==> config.mk <==
export PLATFORM = sky130hd
export DESIGN_NAME = id_ex_operand_stage_flat
export DESIGN_NICKNAME = d
export VERILOG_FILES = /design/src/rtl/id_ex_operand_stage_if.sv /design/src/rtl/id_ex_operand_stage.sv /design/src/flat_wrapper.sv
export SDC_FILE = /design/constraint.sdc
export NUM_CORES = 1
export LEC_CHECK = 0
export ABC_CLOCK_PERIOD_IN_PS = 3690
export BUFFER_PORTS_ARGS = -buffer_cell sky130_fd_sc_hd__buf_2
export CAP_MARGIN = 5
export CORE_MARGIN = 3
export CORE_UTILIZATION = 45
export CTS_BUF_LIST = sky130_fd_sc_hd__clkbuf_4
export CTS_CLUSTER_DIAMETER = 80
export DETAILED_ROUTE_END_ITERATION = 6
export PLACE_DENSITY = 0.82
export SETUP_SLACK_MARGIN = 0.02
export SKIP_CTS_REPAIR_TIMING = 1
export SKIP_LAST_GASP = 1
export SLEW_MARGIN = 40
export SYNTH_ARGS = -nofsm -noshare
export SYNTH_HDL_FRONTEND = slang
export SYNTH_SLANG_ARGS = --single-unit
==> constraint.sdc <==
create_clock -name CLK -period 3.69 [get_ports CLK]
set_input_delay 0.738 -clock CLK [delete_from_list [all_inputs] [get_ports CLK]]
set_output_delay 0.738 -clock CLK [all_outputs]
set_load 0.01 [all_outputs]
==> src/rtl/id_ex_operand_stage_if.sv <==
// ID/EX operand stage bus: decode handshake, forwarding taps, flush and execute handshake.
// master = surrounding pipeline, slave = the operand stage.
interface id_ex_operand_stage_if #(
   parameter int unsigned XLEN   = 32,
   parameter int unsigned REG_AW = 5
);
   localparam int unsigned OPC_W = 7;
   localparam int unsigned F3_W  = 3;

   logic              IN_VALID;
   logic              IN_READY;
   logic [OPC_W-1:0]  IN_OPCODE;
   logic [F3_W-1:0]   IN_FUNC3;
   logic [REG_AW-1:0] IN_RS1_ADDR;
   logic [REG_AW-1:0] IN_RS2_ADDR;
   logic [REG_AW-1:0] IN_RD_ADDR;
   logic [XLEN-1:0]   IN_RS1_RF;
   logic [XLEN-1:0]   IN_RS2_RF;
   logic [XLEN-1:0]   IN_IMM;
   logic              IN_USE_IMM;
   logic              FWD_EX_VALID;
   logic [REG_AW-1:0] FWD_EX_RD;
   logic [XLEN-1:0]   FWD_EX_DATA;
   logic              FWD_WB_VALID;
   logic [REG_AW-1:0] FWD_WB_RD;
   logic [XLEN-1:0]   FWD_WB_DATA;
   logic              FLUSH;
   logic              OUT_VALID;
   logic              OUT_READY;
   logic [OPC_W-1:0]  OUT_OPCODE;
   logic [F3_W-1:0]   FUNC3;
   logic [REG_AW-1:0] OUT_RD_ADDR;
   logic [XLEN-1:0]   RS1_DATA;
   logic [XLEN-1:0]   RS2_DATA;

   modport master (
      output IN_VALID, IN_OPCODE, IN_FUNC3, IN_RS1_ADDR, IN_RS2_ADDR, IN_RD_ADDR,
             IN_RS1_RF, IN_RS2_RF, IN_IMM, IN_USE_IMM,
             FWD_EX_VALID, FWD_EX_RD, FWD_EX_DATA, FWD_WB_VALID, FWD_WB_RD, FWD_WB_DATA,
             FLUSH, OUT_READY,
      input  IN_READY, OUT_VALID, OUT_OPCODE, FUNC3, OUT_RD_ADDR, RS1_DATA, RS2_DATA
   );

   modport slave (
      input  IN_VALID, IN_OPCODE, IN_FUNC3, IN_RS1_ADDR, IN_RS2_ADDR, IN_RD_ADDR,
             IN_RS1_RF, IN_RS2_RF, IN_IMM, IN_USE_IMM,
             FWD_EX_VALID, FWD_EX_RD, FWD_EX_DATA, FWD_WB_VALID, FWD_WB_RD, FWD_WB_DATA,
             FLUSH, OUT_READY,
      output IN_READY, OUT_VALID, OUT_OPCODE, FUNC3, OUT_RD_ADDR, RS1_DATA, RS2_DATA
   );
endinterface

==> src/rtl/id_ex_operand_stage.sv <==
// ID/EX boundary: resolves forwarded operands at capture and registers them for execute.
// Optional ID_EX_SKID_BUFFER_EN adds a one-entry skid and a registered IN_READY.
module id_ex_operand_stage #(
   parameter int unsigned XLEN   = 32,
   parameter int unsigned REG_AW = 5
) (
   input logic                  CLK,
   input logic                  RST,
   id_ex_operand_stage_if.slave bus
);
   localparam int unsigned OPC_W = 7;
   localparam int unsigned F3_W  = 3;

   typedef struct packed {
      logic [OPC_W-1:0]  opcode;
      logic [F3_W-1:0]   func3;
      logic [REG_AW-1:0] rd;
      logic [XLEN-1:0]   rs1;
      logic [XLEN-1:0]   rs2;
   } payload_t;

   // EX beats WB; x0 is hardwired to zero regardless of forwarding or RF data.
   function automatic logic [XLEN-1:0] resolve(
      input logic [REG_AW-1:0] src,
      input logic [XLEN-1:0]   rf,
      input logic              ex_v,
      input logic [REG_AW-1:0] ex_rd,
      input logic [XLEN-1:0]   ex_d,
      input logic              wb_v,
      input logic [REG_AW-1:0] wb_rd,
      input logic [XLEN-1:0]   wb_d
   );
      logic [XLEN-1:0] r;
      r = rf;
      if (src == '0)                    r = '0;
      else if (ex_v && (ex_rd == src))  r = ex_d;
      else if (wb_v && (wb_rd == src))  r = wb_d;
      return r;
   endfunction

   payload_t in_pl_c;

   always_comb begin
      in_pl_c        = '0;
      in_pl_c.opcode = bus.IN_OPCODE;
      in_pl_c.func3  = bus.IN_FUNC3;
      in_pl_c.rd     = bus.IN_RD_ADDR;
      in_pl_c.rs1    = resolve(bus.IN_RS1_ADDR, bus.IN_RS1_RF,
                               bus.FWD_EX_VALID, bus.FWD_EX_RD, bus.FWD_EX_DATA,
                               bus.FWD_WB_VALID, bus.FWD_WB_RD, bus.FWD_WB_DATA);
      in_pl_c.rs2    = bus.IN_USE_IMM ? bus.IN_IMM :
                       resolve(bus.IN_RS2_ADDR, bus.IN_RS2_RF,
                               bus.FWD_EX_VALID, bus.FWD_EX_RD, bus.FWD_EX_DATA,
                               bus.FWD_WB_VALID, bus.FWD_WB_RD, bus.FWD_WB_DATA);
   end

   logic     out_valid_q, out_valid_d;
   payload_t out_q, out_d;

`ifdef ID_EX_SKID_BUFFER_EN
   logic     skid_valid_q, skid_valid_d;
   logic     in_ready_q, in_ready_d;
   payload_t skid_q, skid_d;
   logic     accept_c, out_free_c;

   assign bus.IN_READY = in_ready_q;

   // Output slot refills from the skid first so order is preserved.
   always_comb begin
      out_valid_d  = out_valid_q;
      out_d        = out_q;
      skid_valid_d = skid_valid_q;
      skid_d       = skid_q;
      accept_c     = bus.IN_VALID && in_ready_q && !bus.FLUSH;
      out_free_c   = !out_valid_q || bus.OUT_READY;
      if (bus.FLUSH) begin
         out_valid_d  = 1'b0;
         skid_valid_d = 1'b0;
      end else if (out_free_c) begin
         if (skid_valid_q) begin
            out_valid_d  = 1'b1;
            out_d        = skid_q;
            skid_valid_d = 1'b0;
         end else if (accept_c) begin
            out_valid_d = 1'b1;
            out_d       = in_pl_c;
         end else begin
            out_valid_d = 1'b0;
         end
      end else if (accept_c) begin
         skid_valid_d = 1'b1;
         skid_d       = in_pl_c;
      end
      in_ready_d = !skid_valid_d;
   end

   always_ff @(posedge CLK or posedge RST) begin
      if (RST) begin
         skid_valid_q <= 1'b0;
         skid_q       <= '0;
         in_ready_q   <= 1'b1;
      end else begin
         skid_valid_q <= skid_valid_d;
         skid_q       <= skid_d;
         in_ready_q   <= in_ready_d;
      end
   end
`else
   logic in_ready_c, capture_c;

   assign in_ready_c   = !out_valid_q || bus.OUT_READY;
   assign bus.IN_READY = in_ready_c;

   // FLUSH wins over capture and hold; data is left untouched on drain.
   always_comb begin
      out_valid_d = out_valid_q;
      out_d       = out_q;
      capture_c   = bus.IN_VALID && in_ready_c && !bus.FLUSH;
      if (bus.FLUSH) begin
         out_valid_d = 1'b0;
      end else if (capture_c) begin
         out_valid_d = 1'b1;
         out_d       = in_pl_c;
      end else if (bus.OUT_READY) begin
         out_valid_d = 1'b0;
      end
   end
`endif

   always_ff @(posedge CLK or posedge RST) begin
      if (RST) begin
         out_valid_q <= 1'b0;
         out_q       <= '0;
      end else begin
         out_valid_q <= out_valid_d;
         out_q       <= out_d;
      end
   end

   assign bus.OUT_VALID   = out_valid_q;
   assign bus.OUT_OPCODE  = out_q.opcode;
   assign bus.FUNC3       = out_q.func3;
   assign bus.OUT_RD_ADDR = out_q.rd;
   assign bus.RS1_DATA    = out_q.rs1;
   assign bus.RS2_DATA    = out_q.rs2;
endmodule
==> src/flat_wrapper.sv <==
// flat-port wrapper written by rule: the top's interface ports become plain ports
module id_ex_operand_stage_flat 
#(
   parameter int unsigned XLEN   = 32,
   parameter int unsigned REG_AW = 5
)
  (CLK, RST, bus_IN_VALID, bus_IN_OPCODE, bus_IN_FUNC3, bus_IN_RS1_ADDR, bus_IN_RS2_ADDR, bus_IN_RD_ADDR, bus_IN_RS1_RF, bus_IN_RS2_RF, bus_IN_IMM, bus_IN_USE_IMM, bus_FWD_EX_VALID, bus_FWD_EX_RD, bus_FWD_EX_DATA, bus_FWD_WB_VALID, bus_FWD_WB_RD, bus_FWD_WB_DATA, bus_FLUSH, bus_OUT_READY, bus_IN_READY, bus_OUT_VALID, bus_OUT_OPCODE, bus_FUNC3, bus_OUT_RD_ADDR, bus_RS1_DATA, bus_RS2_DATA);
  id_ex_operand_stage_if #(.XLEN(XLEN), .REG_AW(REG_AW)) bus_i ();
  input logic CLK;
  input logic RST;
  input wire logic [$bits(bus_i.IN_VALID)-1:0] bus_IN_VALID;
  input wire logic [$bits(bus_i.IN_OPCODE)-1:0] bus_IN_OPCODE;
  input wire logic [$bits(bus_i.IN_FUNC3)-1:0] bus_IN_FUNC3;
  input wire logic [$bits(bus_i.IN_RS1_ADDR)-1:0] bus_IN_RS1_ADDR;
  input wire logic [$bits(bus_i.IN_RS2_ADDR)-1:0] bus_IN_RS2_ADDR;
  input wire logic [$bits(bus_i.IN_RD_ADDR)-1:0] bus_IN_RD_ADDR;
  input wire logic [$bits(bus_i.IN_RS1_RF)-1:0] bus_IN_RS1_RF;
  input wire logic [$bits(bus_i.IN_RS2_RF)-1:0] bus_IN_RS2_RF;
  input wire logic [$bits(bus_i.IN_IMM)-1:0] bus_IN_IMM;
  input wire logic [$bits(bus_i.IN_USE_IMM)-1:0] bus_IN_USE_IMM;
  input wire logic [$bits(bus_i.FWD_EX_VALID)-1:0] bus_FWD_EX_VALID;
  input wire logic [$bits(bus_i.FWD_EX_RD)-1:0] bus_FWD_EX_RD;
  input wire logic [$bits(bus_i.FWD_EX_DATA)-1:0] bus_FWD_EX_DATA;
  input wire logic [$bits(bus_i.FWD_WB_VALID)-1:0] bus_FWD_WB_VALID;
  input wire logic [$bits(bus_i.FWD_WB_RD)-1:0] bus_FWD_WB_RD;
  input wire logic [$bits(bus_i.FWD_WB_DATA)-1:0] bus_FWD_WB_DATA;
  input wire logic [$bits(bus_i.FLUSH)-1:0] bus_FLUSH;
  input wire logic [$bits(bus_i.OUT_READY)-1:0] bus_OUT_READY;
  output wire logic [$bits(bus_i.IN_READY)-1:0] bus_IN_READY;
  output wire logic [$bits(bus_i.OUT_VALID)-1:0] bus_OUT_VALID;
  output wire logic [$bits(bus_i.OUT_OPCODE)-1:0] bus_OUT_OPCODE;
  output wire logic [$bits(bus_i.FUNC3)-1:0] bus_FUNC3;
  output wire logic [$bits(bus_i.OUT_RD_ADDR)-1:0] bus_OUT_RD_ADDR;
  output wire logic [$bits(bus_i.RS1_DATA)-1:0] bus_RS1_DATA;
  output wire logic [$bits(bus_i.RS2_DATA)-1:0] bus_RS2_DATA;
  assign bus_i.IN_VALID = bus_IN_VALID;
  assign bus_i.IN_OPCODE = bus_IN_OPCODE;
  assign bus_i.IN_FUNC3 = bus_IN_FUNC3;
  assign bus_i.IN_RS1_ADDR = bus_IN_RS1_ADDR;
  assign bus_i.IN_RS2_ADDR = bus_IN_RS2_ADDR;
  assign bus_i.IN_RD_ADDR = bus_IN_RD_ADDR;
  assign bus_i.IN_RS1_RF = bus_IN_RS1_RF;
  assign bus_i.IN_RS2_RF = bus_IN_RS2_RF;
  assign bus_i.IN_IMM = bus_IN_IMM;
  assign bus_i.IN_USE_IMM = bus_IN_USE_IMM;
  assign bus_i.FWD_EX_VALID = bus_FWD_EX_VALID;
  assign bus_i.FWD_EX_RD = bus_FWD_EX_RD;
  assign bus_i.FWD_EX_DATA = bus_FWD_EX_DATA;
  assign bus_i.FWD_WB_VALID = bus_FWD_WB_VALID;
  assign bus_i.FWD_WB_RD = bus_FWD_WB_RD;
  assign bus_i.FWD_WB_DATA = bus_FWD_WB_DATA;
  assign bus_i.FLUSH = bus_FLUSH;
  assign bus_i.OUT_READY = bus_OUT_READY;
  assign bus_IN_READY = bus_i.IN_READY;
  assign bus_OUT_VALID = bus_i.OUT_VALID;
  assign bus_OUT_OPCODE = bus_i.OUT_OPCODE;
  assign bus_FUNC3 = bus_i.FUNC3;
  assign bus_OUT_RD_ADDR = bus_i.OUT_RD_ADDR;
  assign bus_RS1_DATA = bus_i.RS1_DATA;
  assign bus_RS2_DATA = bus_i.RS2_DATA;
  id_ex_operand_stage #(.XLEN(XLEN), .REG_AW(REG_AW)) u_core (.CLK(CLK), .RST(RST), .bus(bus_i));
endmodule
## Word-level counts from Yosys, hierarchy flattened

Cells that the tools add are included.

- Register bits after elaboration: 80
- Input port bits: 203

- Equality and inequality tests: 4
- Mux-type cells: 10
- Bitwise operators: 1
- Reductions and logical operators: 13

Operator list:

| operator | count |
|---|---|
| $mux W32 | 7 |
| $eq A5 B5 Y1 | 4 |
| $logic_not A5 Y1 | 2 |
| $logic_and A1 B1 Y1 | 6 |
| $mux W1 | 3 |
| $reduce_bool A3 Y1 | 1 |
| $logic_not A1 Y1 | 2 |
| $reduce_and A2 Y1 | 1 |
| $logic_or A1 B1 Y1 | 1 |
| $not A1 Y1 | 1 |

## Depth between registers and ports, before layout

- Depth after elaboration: 6
- Depth in mapped cells: 8

## Least setup slack after synthesis

Ideal clock, no wire load.

- Path kind: input -> register
- From: input bus_IN_RS2_ADDR[2]
- To: register u_core.out_q (netlist bit u_core.bus.RS2_DATA[0])
- Arrival: 2.059 ns
- Required time: 3.562 ns
- Path slack: 1.502 ns
- Stages: 6
- Buffers on the path: 1
- Cells stage by stage: xor2_1 nor4_4 nand3_4 buf_6 a221oi_2 o22ai_1

- Cells in the longest elaborated chain, start to end: 6

Ends and longest elaborated chain:

| element | RTL line | text |
|---|---|---|
| start: declaration | flat_wrapper.sv:15 | `input wire logic [$bits(bus_i.IN_RS2_ADDR)-1:0] bus_IN_RS2_ADDR;` |
| $eq A5 B5 Y1 | id_ex_operand_stage.sv:37 | `else if (wb_v && (wb_rd == src)) r = wb_d;` |
| $logic_and A1 B1 Y1 | id_ex_operand_stage.sv:37 |  |
| $mux W32 | id_ex_operand_stage.sv:37 |  |
| $mux W32 | id_ex_operand_stage.sv:36 | `else if (ex_v && (ex_rd == src)) r = ex_d;` |
| $mux W32 * | id_ex_operand_stage.sv:35 | `if (src == '0) r = '0;` |
| $mux W32 * | id_ex_operand_stage.sv:51 | `in_pl_c.rs2 = bus.IN_USE_IMM ? bus.IN_IMM :` |
| end signal: assignment | id_ex_operand_stage.sv:136 | `out_q <= out_d;` |
| end: declaration | id_ex_operand_stage.sv:58 | `payload_t out_q, out_d;` |

Every way passes the cells marked *; elsewhere a longest branch is shown, timed or not.
A chain may end at the register's enable or synchronous reset.

## Worst setup path in the final report

- From: register u_core.out_valid_q (netlist: u_core.bus.OUT_VALID)
- To: register u_core.out_q (netlist bit u_core.bus.RS1_DATA[27])

- Cells in the longest elaborated chain, start to end: 5

Ends and longest elaborated chain:

| element | RTL line | text |
|---|---|---|
| start: declaration | id_ex_operand_stage.sv:57 | `logic out_valid_q, out_valid_d;` |
| start signal: assignment | id_ex_operand_stage.sv:135 | `out_valid_q <= out_valid_d;` |
| $logic_not A1 Y1 | id_ex_operand_stage.sv:111 | `assign in_ready_c = !out_valid_q \|\| bus.OUT_READY;` |
| $logic_or A1 B1 Y1 | id_ex_operand_stage.sv:111 |  |
| $logic_and A1 B1 Y1 (2 in a row) | id_ex_operand_stage.sv:118 | `capture_c = bus.IN_VALID && in_ready_c && !bus.FLUSH;` |
| $reduce_and A2 Y1 (no source line) | -- |  |

Every way passes these cells.

==> impl_metrics.xml <==
<?xml version="1.0" encoding="UTF-8"?>
<metrics>
  <group name="pwr">
    <metric name="ir_worst_vdd" unit="mV">0.2053</metric>
    <metric name="pwr-share-clk" unit="%">23.2</metric>
    <metric name="switching_power" unit="mW">0.8549</metric>
    <metric name="sequentialPowerShare" unit="%">45.7</metric>
    <metric name="total_power" unit="mW">2.413</metric>
    <metric name="reported_leakage_power" unit="nW">3.053</metric>
    <metric name="power_density" unit="mW/mm²">375.9</metric>
    <metric name="comb_power_share" unit="%">31.1</metric>
    <metric name="power.share.switching" unit="%">35.42</metric>
    <metric name="internal-power" unit="mW">1.558</metric>
  </group>
  <group name="critical_path">
    <metric name="timing.setup.critical_path_class" unit="">reg -&gt; reg</metric>
    <metric name="cp-end-kind" unit="">flop</metric>
    <metric name="setup.worst_path.end" unit="">u_core.bus.RS1_DATA[27]</metric>
    <metric name="terminus_of_the_critical_flop_to_flop_path" unit="">u_core.bus.RS1_DATA[27]</metric>
    <metric name="worstReg2RegStart" unit="">u_core.bus.OUT_VALID</metric>
    <metric name="cp.arrival" unit="ns">2.83</metric>
    <metric name="critical_path_required" unit="ns">4.06</metric>
    <metric name="worst_setup_path_start_kind" unit="">flop</metric>
    <metric name="worstRegToRegCells" unit="">7</metric>
    <metric name="worst-r2r-setup-slack" unit="ns">1.23</metric>
    <metric name="crit_path_max_fanout" unit="">19</metric>
    <metric name="critPathLaunch" unit="">u_core.bus.OUT_VALID</metric>
  </group>
  <group name="yosys">
    <metric name="post_synth_main_area_contributors" unit="">sky130_fd_sc_hd__dfrtp_1 42%, sky130_fd_sc_hd__a221oi_2 9.4%, sky130_fd_sc_hd__mux2i_1 6.7%</metric>
    <metric name="syn_area" unit="mm²">0.004802</metric>
    <metric name="synth.top_cells.by_count" unit="">80 x sky130_fd_sc_hd__dfrtp_1, 59 x sky130_fd_sc_hd__o21ai_0, 47 x sky130_fd_sc_hd__nand2_1, 38 x sky130_fd_sc_hd__nor2_1, 33 x sky130_fd_sc_hd__and3_1</metric>
    <metric name="synth.yosys.warnings" unit="">0</metric>
    <metric name="asyncSetResetFlopFracSynth" unit="%">100.0</metric>
    <metric name="most_common_cell_in_the_synthesized_netlist" unit="">sky130_fd_sc_hd__dfrtp_1</metric>
    <metric name="synth.distinct_cells" unit="">34</metric>
    <metric name="synthesis.area_per_instance" unit="µm²">9.472</metric>
    <metric name="synthCells" unit="">507</metric>
    <metric name="synth_nets" unit="">710</metric>
    <metric name="yosys_register_bits" unit="">80</metric>
    <metric name="synth-seq-area-share" unit="%">41.69</metric>
    <metric name="synth_enable_flop_cells" unit="">0</metric>
    <metric name="yosysTopAreaCell" unit="">sky130_fd_sc_hd__dfrtp_1</metric>
    <metric name="synth_largest_type_area_fraction" unit="%">41.69</metric>
    <metric name="yosys_most_used_dff" unit="">sky130_fd_sc_hd__dfrtp_1</metric>
  </group>
  <group name="global_routing">
    <metric name="number_of_global_route_vias_before_repair" unit="">5638</metric>
    <metric name="grt_overflow" unit="">0</metric>
    <metric name="maximum_number_of_pins_on_one_net_before_global_route_repair" unit="">54</metric>
    <metric name="grt_use_total" unit="%">30.90</metric>
    <metric name="antenna_found_initial" unit="">1</metric>
    <metric name="grt_first_pass_wirelength" unit="µm">28340</metric>
  </group>
  <group name="cts">
    <metric name="cts_tree" unit="">done</metric>
    <metric name="cts_made_buffers" unit="">9</metric>
    <metric name="cts.reportedPaths.clkPinSlew" unit="ns">0.17</metric>
    <metric name="htree_num_levels" unit="">3</metric>
    <metric name="cts-root-buf" unit="">sky130_fd_sc_hd__clkbuf_4</metric>
    <metric name="clkSinkCount" unit="">80</metric>
    <metric name="clock_tree.buffer_depth" unit="">2</metric>
    <metric name="clk_latency" unit="ns">0.47</metric>
  </group>
  <group name="die">
    <metric name="boundaryPins" unit="">284</metric>
    <metric name="placement_rows" unit="">37</metric>
    <metric name="initial_utilization" unit="%">46.31</metric>
    <metric name="die_w" unit="µm">109.3</metric>
    <metric name="core_region" unit="mm²">0.01037</metric>
    <metric name="die_area" unit="mm²">0.01195</metric>
    <metric name="die_height" unit="µm">109.3</metric>
  </group>
  <group name="routing">
    <metric name="drt_first_iter_violations" unit="">627</metric>
    <metric name="route.antenna.remaining_nets" unit="">0</metric>
    <metric name="wire_per_inst" unit="µm">21.39</metric>
    <metric name="drt_drc_violations_left" unit="">0</metric>
    <metric name="via_count" unit="">5660</metric>
    <metric name="firstDrtPassIters" unit="">6</metric>
    <metric name="wirelength" unit="µm">19380</metric>
    <metric name="post_drt_via_cell_ratio" unit="">6.247</metric>
  </group>
  <group name="place">
    <metric name="dp.final_hpwl" unit="µm">13910</metric>
    <metric name="postPlaceCellArea" unit="mm²">0.006267</metric>
    <metric name="globalplace.congestion" unit="">0.9309</metric>
    <metric name="place.port_buffers" unit="">283</metric>
  </group>
  <group name="sta">
    <metric name="final-max-slew-violation-count" unit="">0</metric>
    <metric name="period_share" unit="%">66.61</metric>
    <metric name="timing_worst_slew_pin_value" unit="ns">0.8331</metric>
    <metric name="setup-tns-final" unit="ns">0</metric>
    <metric name="fin_crit" unit="ns">2.458</metric>
    <metric name="hold_slack" unit="ns">0.3187</metric>
    <metric name="timing.max_slew.rel_slack" unit="%">44.04</metric>
    <metric name="finalHoldViolations" unit="">0</metric>
    <metric name="grt_setup_unrepaired" unit="">no</metric>
    <metric name="fin_worst_skew" unit="ns">0.03378</metric>
    <metric name="achievable-frequency" unit="MHz">406.9</metric>
    <metric name="finalSetupViolCount" unit="">0</metric>
  </group>
  <group name="run_status">
    <metric name="result_of_the_run" unit="">complete, no violations</metric>
  </group>
  <group name="final_layout">
    <metric name="area.growth.synth_to_final" unit="%">33.69</metric>
    <metric name="num_antenna_cells" unit="">0</metric>
    <metric name="design.final.nets" unit="">968</metric>
    <metric name="postLayoutCellArea" unit="mm²">0.006420</metric>
    <metric name="final_layout_size_suffix_gt1_share" unit="%">45.97</metric>
  </group>
  <group name="run">
    <metric name="timing.max_cap.violations" unit="">0</metric>
  </group>
  <group name="min_path">
    <metric name="worstHoldPathType" unit="">in -&gt; async</metric>
  </group>
</metrics>
==> placed cells by master (no fill, tap or decap), types with 2 or more instances in the layout <==
cell / count
sky130_fd_sc_hd__a221oi_1: 2
sky130_fd_sc_hd__xor2_1: 8
sky130_fd_sc_hd__a221oi_2: 30
sky130_fd_sc_hd__nand4_1: 2
sky130_fd_sc_hd__nor4_4: 2
sky130_fd_sc_hd__o21ai_1: 5
sky130_fd_sc_hd__buf_4: 13
sky130_fd_sc_hd__o21ai_0: 59
sky130_fd_sc_hd__nor2_1: 37
sky130_fd_sc_hd__a22oi_1: 32
sky130_fd_sc_hd__a21oi_1: 32
sky130_fd_sc_hd__buf_2: 283
sky130_fd_sc_hd__o22ai_1: 32
sky130_fd_sc_hd__and3_1: 32
sky130_fd_sc_hd__mux2i_1: 32
sky130_fd_sc_hd__dfrtp_1: 80
sky130_fd_sc_hd__clkbuf_4: 9
sky130_fd_sc_hd__inv_6: 2
sky130_fd_sc_hd__clkinv_4: 2
sky130_fd_sc_hd__xnor2_1: 11
sky130_fd_sc_hd__nand2_1: 47
==> area by class of cell <==
| class | count | area, µm² |
|---|---|---|
| multi-input cells | 376 | 2579 |
| flip-flops and latches | 80 | 2002 |
| clock buffers | 9 | 67.56 |
| clock inverters | 7 | 77.57 |
| inverters | 2 | 10.01 |
| repair buffers | 296 | 1514 |
| well taps | 136 | 170.2 |
| fillers | 885 | 3950 |
==> sequential cells by signal, indices dropped and copies added, names as in the netlist <==
signal                  count
u_core.bus.OUT_RD_ADDR      5
u_core.bus.OUT_OPCODE       7
u_core.bus.RS2_DATA        32
u_core.bus.FUNC3            3
u_core.bus.OUT_VALID        1
u_core.bus.RS1_DATA        32
==> power by group through the flow <==
stage	combinational [mW]	clock [mW]	sequential, mW
6_report	0.750	0.561	1.10
3_3_place_gp	0.719	0	1.11
4_1_cts	0.746	0.562	1.10
3_5_place_dp	0.746	0	1.11
2_1_floorplan	0.305	0	1.17
5_1_grt	0.813	0.598	1.11
==> critical path, cell delays in order (launching register included) <==
cell and delay (ns):
sky130_fd_sc_hd__dfrtp_1 0.40, sky130_fd_sc_hd__nor2b_1 0.16, sky130_fd_sc_hd__inv_1 0.08, sky130_fd_sc_hd__nand3b_1 0.27, sky130_fd_sc_hd__nor4_4 0.85, sky130_fd_sc_hd__buf_4 0.39, sky130_fd_sc_hd__a22oi_1 0.11, sky130_fd_sc_hd__o21ai_0 0.12
==> worst min-delay path by stage <==
stage | slack (ns) | start | to | cells after the start
6_report | 0.32 | RST | u_core.bus.RS2_DATA[11] | 2
5_1_grt | 0.33 | RST | u_core.bus.RS1_DATA[16] | 2
4_1_cts | 0.40 | RST | u_core.bus.RS1_DATA[18] | 2
3_5_place_dp | 0.46 | u_core.bus.OUT_OPCODE[6] | u_core.bus.OUT_OPCODE[6] | 2
3_3_place_gp | 0.45 | u_core.bus.OUT_OPCODE[6] | u_core.bus.OUT_OPCODE[6] | 2
2_1_floorplan | 0.51 | u_core.bus.FUNC3[0] | u_core.bus.FUNC3[0] | 2
==> cells by family after synthesis <==
| logic type | after synthesis | share of synthesized area [%] |
|---|---|---|
| flops | 80 | 41.69 |
| mux | 32 | 6.670 |
| compound gates | 193 | 29.03 |
| simple gates | 131 | 13.42 |
| xor+xnor | 20 | 3.648 |
| buf+inv | 51 | 5.550 |
==> metrics by stage <==
| stage | util, % | setup WS [ns] | std cells |
|---|---|---|---|
| 3_3_place_gp | 60.44 | 0.9321 | 890 |
| 4_1_cts | 61.84 | 1.286 | 906 |
| 6_report | 61.91 | 1.232 | 906 |
| 3_5_place_dp | 60.44 | 0.8716 | 890 |
| 2_1_floorplan | - | 0.9003 | 507 |
| 5_1_grt | 61.91 | 1.114 | 906 |
==> routing by layer <==
layer	routed length [µm]	global-route usage (%)	part of all wire, %	up-vias
li1	-	-	-	2421
met1	6740	36.47	35	2641
met2	9487	51.36	49	489
met3	2224	7.986	11	107
met4	917	17.10	4.7	2
met5	11	0	0.057	-
No activity file was read; power rests on OpenSTA's default activity.
